$ cat config.mk
export PLATFORM = sky130hd
export DESIGN_NAME = lcd_timing_driver_flat
export DESIGN_NICKNAME = d
export VERILOG_FILES = /design/src/rtl/lcd_timing_driver_if.sv /design/src/rtl/lcd_timing_driver.sv /design/src/flat_wrapper.sv
export SDC_FILE = /design/constraint.sdc
export NUM_CORES = 1
export LEC_CHECK = 0
export CAP_MARGIN = 5
export CORE_MARGIN = 2
export CORE_UTILIZATION = 45
export CTS_BUF_LIST = sky130_fd_sc_hd__clkbuf_16
export DETAILED_ROUTE_END_ITERATION = 8
export PLACE_DENSITY_LB_ADDON = 0.3
export REMOVE_ABC_BUFFERS = 1
export SETUP_SLACK_MARGIN = 0.3
export SKIP_LAST_GASP = 1
export SLEW_MARGIN = 20
export SYNTH_ARGS = -nofsm -noshare
export SYNTH_HDL_FRONTEND = slang
export SYNTH_SLANG_ARGS = --single-unit
$ cat constraint.sdc
create_clock -name sys_clk -period 2.4 [get_ports sys_clk]
set_input_delay 0.48 -clock sys_clk [delete_from_list [all_inputs] [get_ports sys_clk]]
set_output_delay 0.48 -clock sys_clk [all_outputs]
set_load 0.01 [all_outputs]
$ cat src/rtl/lcd_timing_driver_if.sv
// Content-side pixel request bus between the LCD timing driver
// and the pixel-data generator.
interface lcd_timing_driver_if;
  logic [15:0] pixel_data;
  logic [10:0] pixel_x;
  logic [10:0] pixel_y;
  logic [10:0] h_res;
  logic [10:0] v_res;
  logic        data_req;

  modport master (
    input  pixel_data,
    output pixel_x,
    output pixel_y,
    output h_res,
    output v_res,
    output data_req
  );

  modport slave (
    output pixel_data,
    input  pixel_x,
    input  pixel_y,
    input  h_res,
    input  v_res,
    input  data_req
  );
endinterface

$ cat src/rtl/lcd_timing_driver.sv
// RGB565 LCD timing generator: HSYNC/VSYNC/DE, one-ahead pixel request.
// Define LCD_DE_MODE_EN for DE-only panels (HS/VS held high).
module lcd_timing_driver #(
  parameter int H_SYNC  = 41,
  parameter int H_BACK  = 2,
  parameter int H_DISP  = 480,
  parameter int H_FRONT = 2,
  parameter int V_SYNC  = 10,
  parameter int V_BACK  = 2,
  parameter int V_DISP  = 272,
  parameter int V_FRONT = 2
) (
  input  logic                sys_clk,
  input  logic                sys_rst,
  lcd_timing_driver_if.master px,
  output logic                lcd_de,
  output logic                lcd_hs,
  output logic                lcd_vs,
  output logic                lcd_bl,
  output logic [15:0]         lcd_rgb
);

  localparam int H_TOTAL = H_SYNC + H_BACK
                         + H_DISP + H_FRONT;
  localparam int V_TOTAL = V_SYNC + V_BACK
                         + V_DISP + V_FRONT;

  localparam logic [10:0] H_MAX =
    11'(H_TOTAL - 1);
  localparam logic [10:0] V_MAX =
    11'(V_TOTAL - 1);
  localparam logic [10:0] H_REQ0 =
    11'(H_SYNC + H_BACK - 1);
  localparam logic [10:0] H_REQ1 =
    11'(H_SYNC + H_BACK + H_DISP - 2);
  localparam logic [10:0] V_ACT0 =
    11'(V_SYNC + V_BACK);
  localparam logic [10:0] V_ACT1 =
    11'(V_SYNC + V_BACK + V_DISP - 1);
  localparam logic [10:0] H_SYNC_W = 11'(H_SYNC);
  localparam logic [10:0] V_SYNC_W = 11'(V_SYNC);
  localparam logic [10:0] H_RES = 11'(H_DISP);
  localparam logic [10:0] V_RES = 11'(V_DISP);

  logic [10:0] h_cnt_q;
  logic [10:0] h_cnt_d;
  logic [10:0] v_cnt_q;
  logic [10:0] v_cnt_d;
  logic        de_q;
  logic        de_d;
  logic        bl_q;
  logic        h_wrap;
  logic        row_act;
  logic        col_req;
  logic        req;

  always_comb begin
    h_wrap  = (h_cnt_q == H_MAX);
    h_cnt_d = h_wrap ? 11'd0 : h_cnt_q + 11'd1;
    v_cnt_d = v_cnt_q;
    if (h_wrap) begin
      v_cnt_d = (v_cnt_q == V_MAX) ?
                11'd0 : v_cnt_q + 11'd1;
    end
  end

  // Request runs one clock ahead of the active window so the
  // generator's registered pixel lands exactly on lcd_de.
  always_comb begin
    row_act = (v_cnt_q >= V_ACT0)
           && (v_cnt_q <= V_ACT1);
    col_req = (h_cnt_q >= H_REQ0)
           && (h_cnt_q <= H_REQ1);
    req     = row_act && col_req;
    de_d    = req;
  end

  always_comb begin
    px.data_req = req;
    px.pixel_x  = 11'd0;
    px.pixel_y  = 11'd0;
    if (req) begin
      px.pixel_x = h_cnt_q - H_REQ0;
      px.pixel_y = v_cnt_q - V_ACT0;
    end
    px.h_res = H_RES;
    px.v_res = V_RES;
  end

  always_ff @(posedge sys_clk or negedge sys_rst) begin
    if (!sys_rst) begin
      h_cnt_q <= 11'd0;
      v_cnt_q <= 11'd0;
      de_q    <= 1'b0;
      bl_q    <= 1'b0;
    end else begin
      h_cnt_q <= h_cnt_d;
      v_cnt_q <= v_cnt_d;
      de_q    <= de_d;
      bl_q    <= 1'b1;
    end
  end

`ifdef LCD_DE_MODE_EN
  assign lcd_hs = 1'b1;
  assign lcd_vs = 1'b1;
`else
  logic hs_q;
  logic hs_d;
  logic vs_q;
  logic vs_d;

  // Sync strobes share the DE pipeline stage.
  always_comb begin
    hs_d = !(h_cnt_q < H_SYNC_W);
    vs_d = !(v_cnt_q < V_SYNC_W);
  end

  always_ff @(posedge sys_clk or negedge sys_rst) begin
    if (!sys_rst) begin
      hs_q <= 1'b1;
      vs_q <= 1'b1;
    end else begin
      hs_q <= hs_d;
      vs_q <= vs_d;
    end
  end

  assign lcd_hs = hs_q;
  assign lcd_vs = vs_q;
`endif

  assign lcd_de  = de_q;
  assign lcd_bl  = bl_q;
  assign lcd_rgb = de_q ? px.pixel_data : 16'h0000;

endmodule

$ cat src/flat_wrapper.sv
// flat-port wrapper written by rule: the top's interface ports become plain ports
module lcd_timing_driver_flat 
#(
  parameter int H_SYNC  = 41,
  parameter int H_BACK  = 2,
  parameter int H_DISP  = 480,
  parameter int H_FRONT = 2,
  parameter int V_SYNC  = 10,
  parameter int V_BACK  = 2,
  parameter int V_DISP  = 272,
  parameter int V_FRONT = 2
)
  (sys_clk, sys_rst, lcd_de, lcd_hs, lcd_vs, lcd_bl, lcd_rgb, px_pixel_data, px_pixel_x, px_pixel_y, px_h_res, px_v_res, px_data_req);
  lcd_timing_driver_if px_i ();
  input  logic sys_clk;
  input  logic sys_rst;
  output logic lcd_de;
  output logic lcd_hs;
  output logic lcd_vs;
  output logic lcd_bl;
  output logic [15:0] lcd_rgb;
  input wire logic [$bits(px_i.pixel_data)-1:0] px_pixel_data;
  output wire logic [$bits(px_i.pixel_x)-1:0] px_pixel_x;
  output wire logic [$bits(px_i.pixel_y)-1:0] px_pixel_y;
  output wire logic [$bits(px_i.h_res)-1:0] px_h_res;
  output wire logic [$bits(px_i.v_res)-1:0] px_v_res;
  output wire logic [$bits(px_i.data_req)-1:0] px_data_req;
  assign px_i.pixel_data = px_pixel_data;
  assign px_pixel_x = px_i.pixel_x;
  assign px_pixel_y = px_i.pixel_y;
  assign px_h_res = px_i.h_res;
  assign px_v_res = px_i.v_res;
  assign px_data_req = px_i.data_req;
  lcd_timing_driver #(.H_SYNC(H_SYNC), .H_BACK(H_BACK), .H_DISP(H_DISP), .H_FRONT(H_FRONT), .V_SYNC(V_SYNC), .V_BACK(V_BACK), .V_DISP(V_DISP), .V_FRONT(V_FRONT)) u_core (.sys_clk(sys_clk), .sys_rst(sys_rst), .px(px_i), .lcd_de(lcd_de), .lcd_hs(lcd_hs), .lcd_vs(lcd_vs), .lcd_bl(lcd_bl), .lcd_rgb(lcd_rgb));
endmodule
==> metrics.md <==
| Metric | Value |
|---|---|
| Vias/cell | `5.16` |
| Area delta synth->final | `46.1%` |
| Final Max Slew Viols | `0` |
| Uppermost layer routed | `met4` |
| H-tree Lvls | `1` |
| Crit Path Class | `register to output pin` |
| Commonest non-fill, non-tap cell in the layout | `buf_4` |
| Maxcap violations | `0` |
| CTS Buffer Depth | `2` |
| Cell taking the most area after synthesis | `dfrtp_1` |
| Initial antenna violation count | `0` |
| Adder and majority gate portion of the synthesized area | `~6.4%` |
| DRC | `0` |
| Peak VDD IR | `approximately 0.29 mV` |
| Worst skew pair latency | `approximately 0.27 ns` |
| Post-Synth Simple-Gate Area | `between 20 and 30%` |
| Initial Util | `a little under half` |
| Primary FF master, synth | `dfrtp_1` |
| Number of synthesized flops with an enable pin | `0` |
| Leakage | `1.56 nW` |
| Total CTS buffers | `3` |
| Finish-stage setup viols | `22` |
| Pre-CTS WS | `-0.460 ns` |
| Overflow after GRT | `0` |
| CP max stage cell | `dfrtp_1` |
| CP peak stage delay | `0.38 ns` |
| Detailed Place HPWL | `between 4000 and 5000 µm` |
| Vias in the first global route | `approximately 1900` |
| Final Hold Vio Count | `0` |
| Post-Synthesis Cells | `254` |
| GRT Total Usage | `between 20% and 30%` |
| CP max FO | `4` |
| Post-synthesis xor/xnor area fraction | `between 8 and 9%` |
| Global-route wire length before repair | `approximately 8900 µm` |
| Met2 wire len | `2720 µm` |
| GP Congestion | `0.922` |
| Post-Route M1 WL | `2470 µm` |
| CTS Sinks | `26` |
| Routed len/inst | `14.3 µm` |
| RSZ-0062 raised after global routing | `yes` |
| Core Region | `4660 µm²` |
| Yosys cell types | `47` |
| Reg2reg setup slack | `0.46 ns` |
| 1st-iter DRT viols | `just over 60` |
| CP bufs+invs | `3` |
| Die Width | `73.2 µm` |
| Kind of cell adding the most delay to the critical path | `simple AND/OR/NAND/NOR gates` |
| Tot Pwr | `around 0.99 mW` |
| Die area | `5360 µm²` |
| Port bufs | `roughly 60` |
| Synthesized area per cell | `8.48 µm²` |
| Antenna viol nets, final | `0` |
| CP required | `1.92 ns` |
| Status | `finished with violations` |
| # IOs | `83` |
| Synth top area cells | `dfrtp_1 28%, buf_4 9.8%, ha_1 6.4%` |
| Max Clock Freq | `about 380 MHz` |
| Worst-path clk slew | `roughly 0.07 ns` |
| Cell Chain, Critical Path | `inv_1, ha_1, nor4b_2, o211a_1, o221ai_4, buf_6, nor4_2, buf_2` |
| Nets | `379` |
| Largest net degree at the start of global routing | `27` |
| CP Launch Type | `register` |
| Worst hold margin | `0.569 ns` |
| Async SR Flop Fraction | `100%` |
| Class of the worst hold path | `register to register` |
| Violated checks | `setup timing` |
| CTS tree | `yes` |
| Sequential area share after synthesis | `30.3%` |
| DR WL met3 | `500 µm` |
| Clk root buf | `clkbuf_16` |
| Mux share of post-synthesis cell area | `0%` |
| Die Ht | `~73 µm` |
| Main combinational cell family by area after synthesis | `simple AND/OR/NAND/NOR gates` |
| Yosys warns | `0` |
| Drt pass-1 iters | `4` |
| Crit end category | `output pin` |
| Final Critical Period | `2.66 ns` |
| Cell Area, Synth | `approximately 2200 µm²` |
| Skew final | `0.00336 ns` |
| PwrDens | `315 nW/µm²` |
| Ant. Diodes | `0` |
| CP arrival | `2.18 ns` |
| Complex-gate fraction of the synthesized area | `under 10%` |
| Share of layout cells above drive strength 1 | `33.2%` |
| Final WS setup | `-0.259 ns` |
| Post-synthesis register bit count | `26` |
| DR vias | `2079` |
| Yosys top cell area share | `27.9%` |
| Most frequent cells in the layout | `46 x buf_4, 35 x clkdlybuf4s50_1, 24 x conb_1` |
| Final wirelength | `about 5700 µm` |
| Cell Rows | `25` |
| Tcrit/Tclk final | `111%` |
| Post-route setup TNS | `-4.46 ns` |
registers in the layout, summed over array words and instances, names as in the netlist:
register        count
u_core.lcd_hs       1
u_core.v_cnt_q     11
u_core.lcd_bl       1
u_core.h_cnt_q     11
u_core.lcd_vs       1
u_core.lcd_de       1
repair_timing:
item / CTS / global route
pin swaps: 5 / 3
endpoints found under the setup margin: 22 / 38
setup buffers: 4 / 0
hold buffers: 0 / 0
resized for setup: 114 / 13
per-layer routing:
layer | track usage [%] | vias up
met4 | 4.73 | 0
met1 | 27.6 | 958
met5 | 0 | -
met2 | 36.1 | 106
met3 | 3.87 | 4
li1 | - | 1011
cell families (layout without fill, tap and decap cells):
family / Yosys count / count (layout)
DFF: 26 / 26
other: 2 / 24
and+or+nand+nor: 111 / 111
buffers and inverters: 50 / 123
xor gates and xnor gates: 22 / 22
adders and majority gates: 11 / 11
AOI/OAI and AO/OA: 32 / 32
per-stage QoR:
step,area [µm²],utilization (%),instances
6_report,3150,67.5,403
5_1_grt,3150,67.5,403
4_1_cts,3110,66.7,403
3_5_place_dp,2970,63.7,395
3_3_place_gp,2970,63.7,395
2_1_floorplan,1950,-,235
where the power goes:
part	leakage (nW)	switching, mW	total (mW)	internal [mW]
clock network	0.0511	0.164	0.497	0.332
logic	1.17	0.0286	0.0547	0.0261
registers	0.338	0.000279	0.439	0.439
total	1.56	0.193	0.991	0.797
worst register-to-register path, delay by kind of cell, from the launching register on:
family / cells / cell delay, ns
simple gates: 2 / 0.97
flops: 1 / 0.38
buf+inv: 1 / 0.16
compound gates: 2 / 0.33
area by class of cell:
| cell class | count | area (µm²) |
|---|---|---|
| Clock buffer | 3 | 75.1 |
| Clock inverter | 1 | 30.0 |
| Fill cell | 380 | 1510 |
| Inverter | 9 | 33.8 |
| Multi-Input combinational cell | 200 | 1390 |
| Sequential cell | 26 | 654 |
| Tap cell | 54 | 67.6 |
| Timing Repair Buffer | 110 | 896 |
Yosys cell counts (8+ instances only):
| cell | instances |
|---|---|
| buf_4 | 28 |
| ha_1 | 11 |
| o21ai_0 | 8 |
| nor2_1 | 16 |
| nor3_1 | 21 |
| and2_1 | 17 |
| dfrtp_1 | 24 |
| xor2_1 | 11 |
| nand2_1 | 13 |
| inv_1 | 9 |
| nand4_1 | 9 |
| a21oi_1 | 9 |
| xnor2_1 | 11 |
worst paths after layout:
path	from	end	cells past startpoint
worst max-delay path	u_core.h_cnt_q[0]$_DFF_PN0_	px_pixel_x[5]	8
min in group asynchronous	sys_rst	u_core.h_cnt_q[3]$_DFF_PN0_	2
max in group asynchronous	sys_rst	u_core.lcd_hs$_DFF_PN1_	2
worst max register to register	u_core.h_cnt_q[7]$_DFF_PN0_	u_core.v_cnt_q[3]$_DFFE_PN0N_	5
worst min-delay path	u_core.v_cnt_q[10]$_DFFE_PN0N_	u_core.v_cnt_q[10]$_DFFE_PN0N_	1
worst min register to register	u_core.v_cnt_q[10]$_DFFE_PN0N_	u_core.v_cnt_q[10]$_DFFE_PN0N_	1
Note: power is estimated with default switching activity, not from simulation.
